### src/rtl/xor_stream_descrambler.sv
// Receive-side XOR descrambler: unmasks a valid/ready word stream with a 16-bit LFSR
// keystream reseeded on each start-of-frame, with frame-sync hunting and an over-length guard.
module xor_stream_descrambler #(
  parameter int unsigned W       = 8,
  parameter logic [15:0] SEED    = 16'hACE1,
  parameter int unsigned MAX_LEN = 256
) (
  input  logic         clk,
  input  logic         rst,
  input  logic         in_valid,
  output logic         in_ready,
  input  logic [W-1:0] in_data,
  input  logic         in_sof,
  output logic         out_valid,
  input  logic         out_ready,
  output logic [W-1:0] out_data,
  output logic         out_sof,
  output logic [15:0]  drop_cnt,
  output logic         overrun
);

  typedef enum logic {
    HUNT = 1'b0,
    SYNC = 1'b1
  } state_t;

  localparam logic [15:0] MAX_CNT = 16'(MAX_LEN);

  state_t         state_q, state_d;
  logic [15:0]    lfsr_q, lfsr_d;
  logic [15:0]    word_cnt_q, word_cnt_d;
  logic [15:0]    drop_cnt_q, drop_cnt_d;
  logic           out_valid_q, out_valid_d;
  logic [W-1:0]   out_data_q, out_data_d;
  logic           out_sof_q, out_sof_d;
  logic           overrun_q, overrun_d;

  logic           accept;
  logic [15:0]    ks_state;
  logic [W-1:0]   ks_mask;
  logic [W-1:0]   unmasked;

  // A stalled output slot blocks input; no dependency on in_valid.
  assign in_ready = !out_valid_q || out_ready;
  assign accept   = in_valid && in_ready;

  // Step the LFSR W times from SEED (new frame) or the stored state, collecting
  // one keystream bit per data bit, LSB first; ks_state ends as the advanced state.
  always_comb begin
    ks_state = in_sof ? SEED : lfsr_q;
    ks_mask  = '0;
    for (int i = 0; i < int'(W); i++) begin
      ks_mask[i] = ks_state[15];
      ks_state   = {ks_state[14:0], ks_state[15] ^ ks_state[13] ^ ks_state[12] ^ ks_state[10]};
    end
  end

  assign unmasked = in_data ^ ks_mask;

  always_comb begin
    // NOTE: every next-state signal gets a default first so no path leaves it unassigned (no latches).
    state_d     = state_q;
    lfsr_d      = lfsr_q;
    word_cnt_d  = word_cnt_q;
    drop_cnt_d  = drop_cnt_q;
    out_valid_d = out_valid_q;
    out_data_d  = out_data_q;
    out_sof_d   = out_sof_q;
    overrun_d   = 1'b0;

    if (out_valid_q && out_ready) begin
      out_valid_d = 1'b0;
    end

    if (accept) begin
      unique case (state_q)
        HUNT: begin
          if (in_sof) begin
            out_valid_d = 1'b1;
            out_data_d  = unmasked;
            out_sof_d   = 1'b1;
            lfsr_d      = ks_state;
            word_cnt_d  = 16'd1;
            state_d     = SYNC;
          end else if (drop_cnt_q != 16'hFFFF) begin
            drop_cnt_d = drop_cnt_q + 16'd1;
          end
        end
        SYNC: begin
          out_valid_d = 1'b1;
          out_data_d  = unmasked;
          out_sof_d   = in_sof;
          lfsr_d      = ks_state;
          if (in_sof) begin
            word_cnt_d = 16'd1;
          end else begin
            word_cnt_d = word_cnt_q + 16'd1;
            // The word reaching the limit is still delivered; the frame is then abandoned.
            if (word_cnt_q + 16'd1 == MAX_CNT) begin
              overrun_d = 1'b1;
              state_d   = HUNT;
            end
          end
        end
        default: state_d = HUNT;
      endcase
    end
  end

  // NOTE: sequential state uses non-blocking assignments so all registers update together at the edge.
  always_ff @(posedge clk) begin
    if (rst) begin
      state_q     <= HUNT;
      lfsr_q      <= SEED;
      word_cnt_q  <= 16'd0;
      drop_cnt_q  <= 16'd0;
      out_valid_q <= 1'b0;
      out_data_q  <= '0;
      out_sof_q   <= 1'b0;
      overrun_q   <= 1'b0;
    end else begin
      state_q     <= state_d;
      lfsr_q      <= lfsr_d;
      word_cnt_q  <= word_cnt_d;
      drop_cnt_q  <= drop_cnt_d;
      out_valid_q <= out_valid_d;
      out_data_q  <= out_data_d;
      out_sof_q   <= out_sof_d;
      overrun_q   <= overrun_d;
    end
  end

  assign out_valid = out_valid_q;
  assign out_data  = out_data_q;
  assign out_sof   = out_sof_q;
  assign drop_cnt  = drop_cnt_q;
  assign overrun   = overrun_q;

endmodule

### config.mk
export PLATFORM = sky130hd
export DESIGN_NAME = xor_stream_descrambler
export DESIGN_NICKNAME = d
export VERILOG_FILES = /design/src/rtl/xor_stream_descrambler.sv
export SDC_FILE = /design/constraint.sdc
export NUM_CORES = 1
export LEC_CHECK = 0
export ABC_CLOCK_PERIOD_IN_PS = 4410
export BUFFER_PORTS_ARGS = -buffer_cell sky130_fd_sc_hd__buf_2
export CAP_MARGIN = 20
export CORE_ASPECT_RATIO = 0.75
export CORE_MARGIN = 5
export CORE_UTILIZATION = 60
export DETAILED_ROUTE_END_ITERATION = 8
export PLACE_DENSITY = 0.83
export SYNTH_ARGS = -nofsm -noshare
export SYNTH_HDL_FRONTEND = slang
export SYNTH_SLANG_ARGS = --single-unit
export TNS_END_PERCENT = 1
### constraint.sdc
create_clock -name clk -period 4.41 [get_ports clk]
set_clock_uncertainty 0.1 [all_clocks]
set_input_delay 0.2205 -clock clk [delete_from_list [all_inputs] [get_ports clk]]
set_output_delay 0.2205 -clock clk [all_outputs]
set_load 0.05 [all_outputs]
==> run metrics <==
Via density=6.146; CTS Hold Bufs=0; DR vias=2,858; layout cells sized above 1=0.1580; setup TNS=0 ns; Initial Util=0.6295; leakage=1.272 nW; synthesized area=3119 sq um; row count=22; crit-path cells=nand2b_1, nand3b_1, nor2_1, buf_4, o21ai_0, a311oi_1; Post-synth top flop=dfxtp_1; total global-route track usage=0.2284; DR WL/cell=15.79 um; Critical Path AT=2.70 ns; Final Critical Period=2.555 ns; Post-synth EDFFs=0; max-slew violation count=0; status=finished, final reports clean; clk slew on worst S/H paths=0.07 ns; Worst EP required=4.55 ns; Post-synth ARST share=0; reg2reg end=word_cnt_q[13]; initial antenna violation count=0; die area=6755 sq um; final WL=7343 um; Final HPWL DP=4875 um; final instance area=3492 sq um; total CTS buffers=9; CP Depth=6; max-cap violations=0; gr ovfl total=0; CP peak stage delay=0.64 ns; #FFs+latches synth=60; post-synthesis sequential area ratio=0.3851; setup bufs post-CTS=0; Critical path buffers and inverters=1; PostCTS Resize Cnt=0; FILL cells=402; largest net degree at the start of global routing=63; CTS Sinks=60; fin crit share=0.5793; Critical R2R Launch=out_valid; H-Tree Depth=3; crit path max fanout=20; nets@finish=416; Die Y=72.44 um; RSZ-0062 raised after global routing=no; most frequent cells in the layout=dfxtp_1, nor2_1, buf_2; CP Capture Point=word_cnt_q[13]; Placer Congestion=0.8553; I/O pin total=41; 1st-iter DRT viols=260; via count of the first global-routing pass=2,655; first-pass GRT wire length=12,360 um; Skew-Pair Late Insertion Delay=0.34 ns; core area=4955 sq um; Max VDD drop=0.2780 mV; slowest library cell on the worst path=nand3b_1; synth-to-layout area growth=11.95%; fin util=0.7048; synthesized netlist cell count=378; CP Launch Point=out_valid; Routed Antenna Nets=0; Total Power=1.252 mW; Reg2Reg Setup Slack=1.86 ns; Mapped Nets=394; Max clock buf depth=2; Worst-Margin Slew=1.089 ns; CP startpoint kind=register; DRT Pass-1 Iters=5; Avg Inst Size Synth=8.252 sq um; PortBufs=40; Synth cell types=53; slew margin rel.=0.2743; f_max=0.3915 GHz; WS Path Type=register to register; CP delay by family, top=simple AND/OR/NAND/NOR gates; CTS root buf=clkbuf_8; Die W=93.26 um; most common cell after layout, fill and taps aside=dfxtp_1; Hold Fails Final Rpt=0; # diodes=0; Synth warnings=0; Crit. End Element=register; CTS tree=built; Pwr per Cell Area=358.6 nW/um^2; Hold Crit Class=input port to register; r2r worst-path depth=6; setup violators final=0; post-route DRC violation count=0; DP Area=3267 sq um
-- where the power goes --
group	leakage, nW	internal, mW	switching, mW
sequential	0.488	0.557	0.0139
combinational	0.680	0.0428	0.0866
clock	0.105	0.332	0.220
-- per-layer routing --
metal,GRT usage,share of wire,vias to the layer above
li1,-,-,1409
met1,0.3133,0.46,1331
met2,0.3463,0.46,103
met3,0.06114,0.065,15
met4,0.08293,0.013,0
met5,0,0,-
-- flip-flops by register name, summed over array words and instances, names as in the netlist --
register / count
word_cnt_q: 16
out_sof: 1
overrun: 1
out_data: 8
state_q: 1
drop_cnt: 16
lfsr_q: 16
out_valid: 1
-- logic make-up (layout without fill, tap and decap cells) --
kind of cell    after synthesis  after routing  share of synthesized area
fa+ha+maj                     3              3                    0.01203
simple gates                154            154                     0.2535
compound gates               88             88                     0.1913
xor+xnor                     35             35                    0.09827
mux                           3              3                    0.01043
flops                        60             60                     0.3851
buf+inv                      35             62                    0.04934
-- per-stage QoR --
stage                     hold WS (ns)  worst slack [ns]  instances
after floorplan                 0.3259             2.234        378
after global placement          0.3388             1.953        449
final                          0.07832             1.855        465
after CTS                      0.06698             1.898        465
after detailed placement        0.3509             1.796        449
after global routing           0.07713             1.598        465
-- worst min-delay path, stage by stage --
cell and delay, ns:
buf_2 0.08, xnor2_1 0.10, a211oi_1 0.06
-- worst min path at each step --
stage	from	to	cells past startpoint	slack [ns]
floorplan	in_data[1]	out_data[1]	2	0.33
global placement	lfsr_q[1]	lfsr_q[1]	2	0.34
detailed placement	out_data[4]	out_data[4]	2	0.35
CTS	in_data[6]	out_data[6]	3	0.07
global route	in_data[6]	out_data[6]	3	0.08
finish	in_data[1]	out_data[1]	3	0.08
-- area by class of cell --
type                            instances  area [sq um]  area share
Multi-Input combinational cell        283          1764      0.5052
Sequential cell                        60          1201      0.3440
Timing Repair Buffer                   41         207.7     0.05948
Clock buffer                           10         137.6     0.03941
Clock inverter                          6         87.58     0.02508
Tap cell                               60         75.07     0.02150
Inverter                                5         18.77    0.005374
-- synthesized netlist by cell type (all sizes together) (2+ instances only) --
| cell type | instances | area [sq um] |
|---|---|---|
| a2111oi | 2 | 25.02 |
| a211oi | 7 | 65.06 |
| a21oi | 26 | 130.1 |
| a221o | 2 | 20.02 |
| a22oi | 5 | 37.54 |
| a311oi | 7 | 61.31 |
| a31o | 2 | 17.52 |
| a31oi | 4 | 25.02 |
| and2 | 3 | 18.77 |
| and3 | 12 | 75.07 |
| and4 | 5 | 46.29 |
| buf | 8 | 51.29 |
| clkbuf | 22 | 83.83 |
| dfxtp | 60 | 1201 |
| ha | 3 | 37.54 |
| inv | 5 | 18.77 |
| mux2 | 2 | 22.52 |
| nand2 | 28 | 105.1 |
| nand2b | 6 | 37.54 |
| nand3 | 14 | 70.07 |
| nand3b | 3 | 22.52 |
| nand4 | 11 | 68.82 |
| nand4b | 4 | 35.03 |
| nor2 | 47 | 176.4 |
| nor2b | 5 | 31.28 |
| nor3 | 5 | 25.02 |
| nor4 | 2 | 12.51 |
| o2111ai | 2 | 17.52 |
| o21ai | 14 | 70.07 |
| o221ai | 2 | 17.52 |
| o22ai | 9 | 56.30 |
| or3 | 4 | 25.02 |
| xnor2 | 29 | 254.0 |
| xor2 | 6 | 52.55 |
Note: power is estimated with default switching activity, not from simulation.
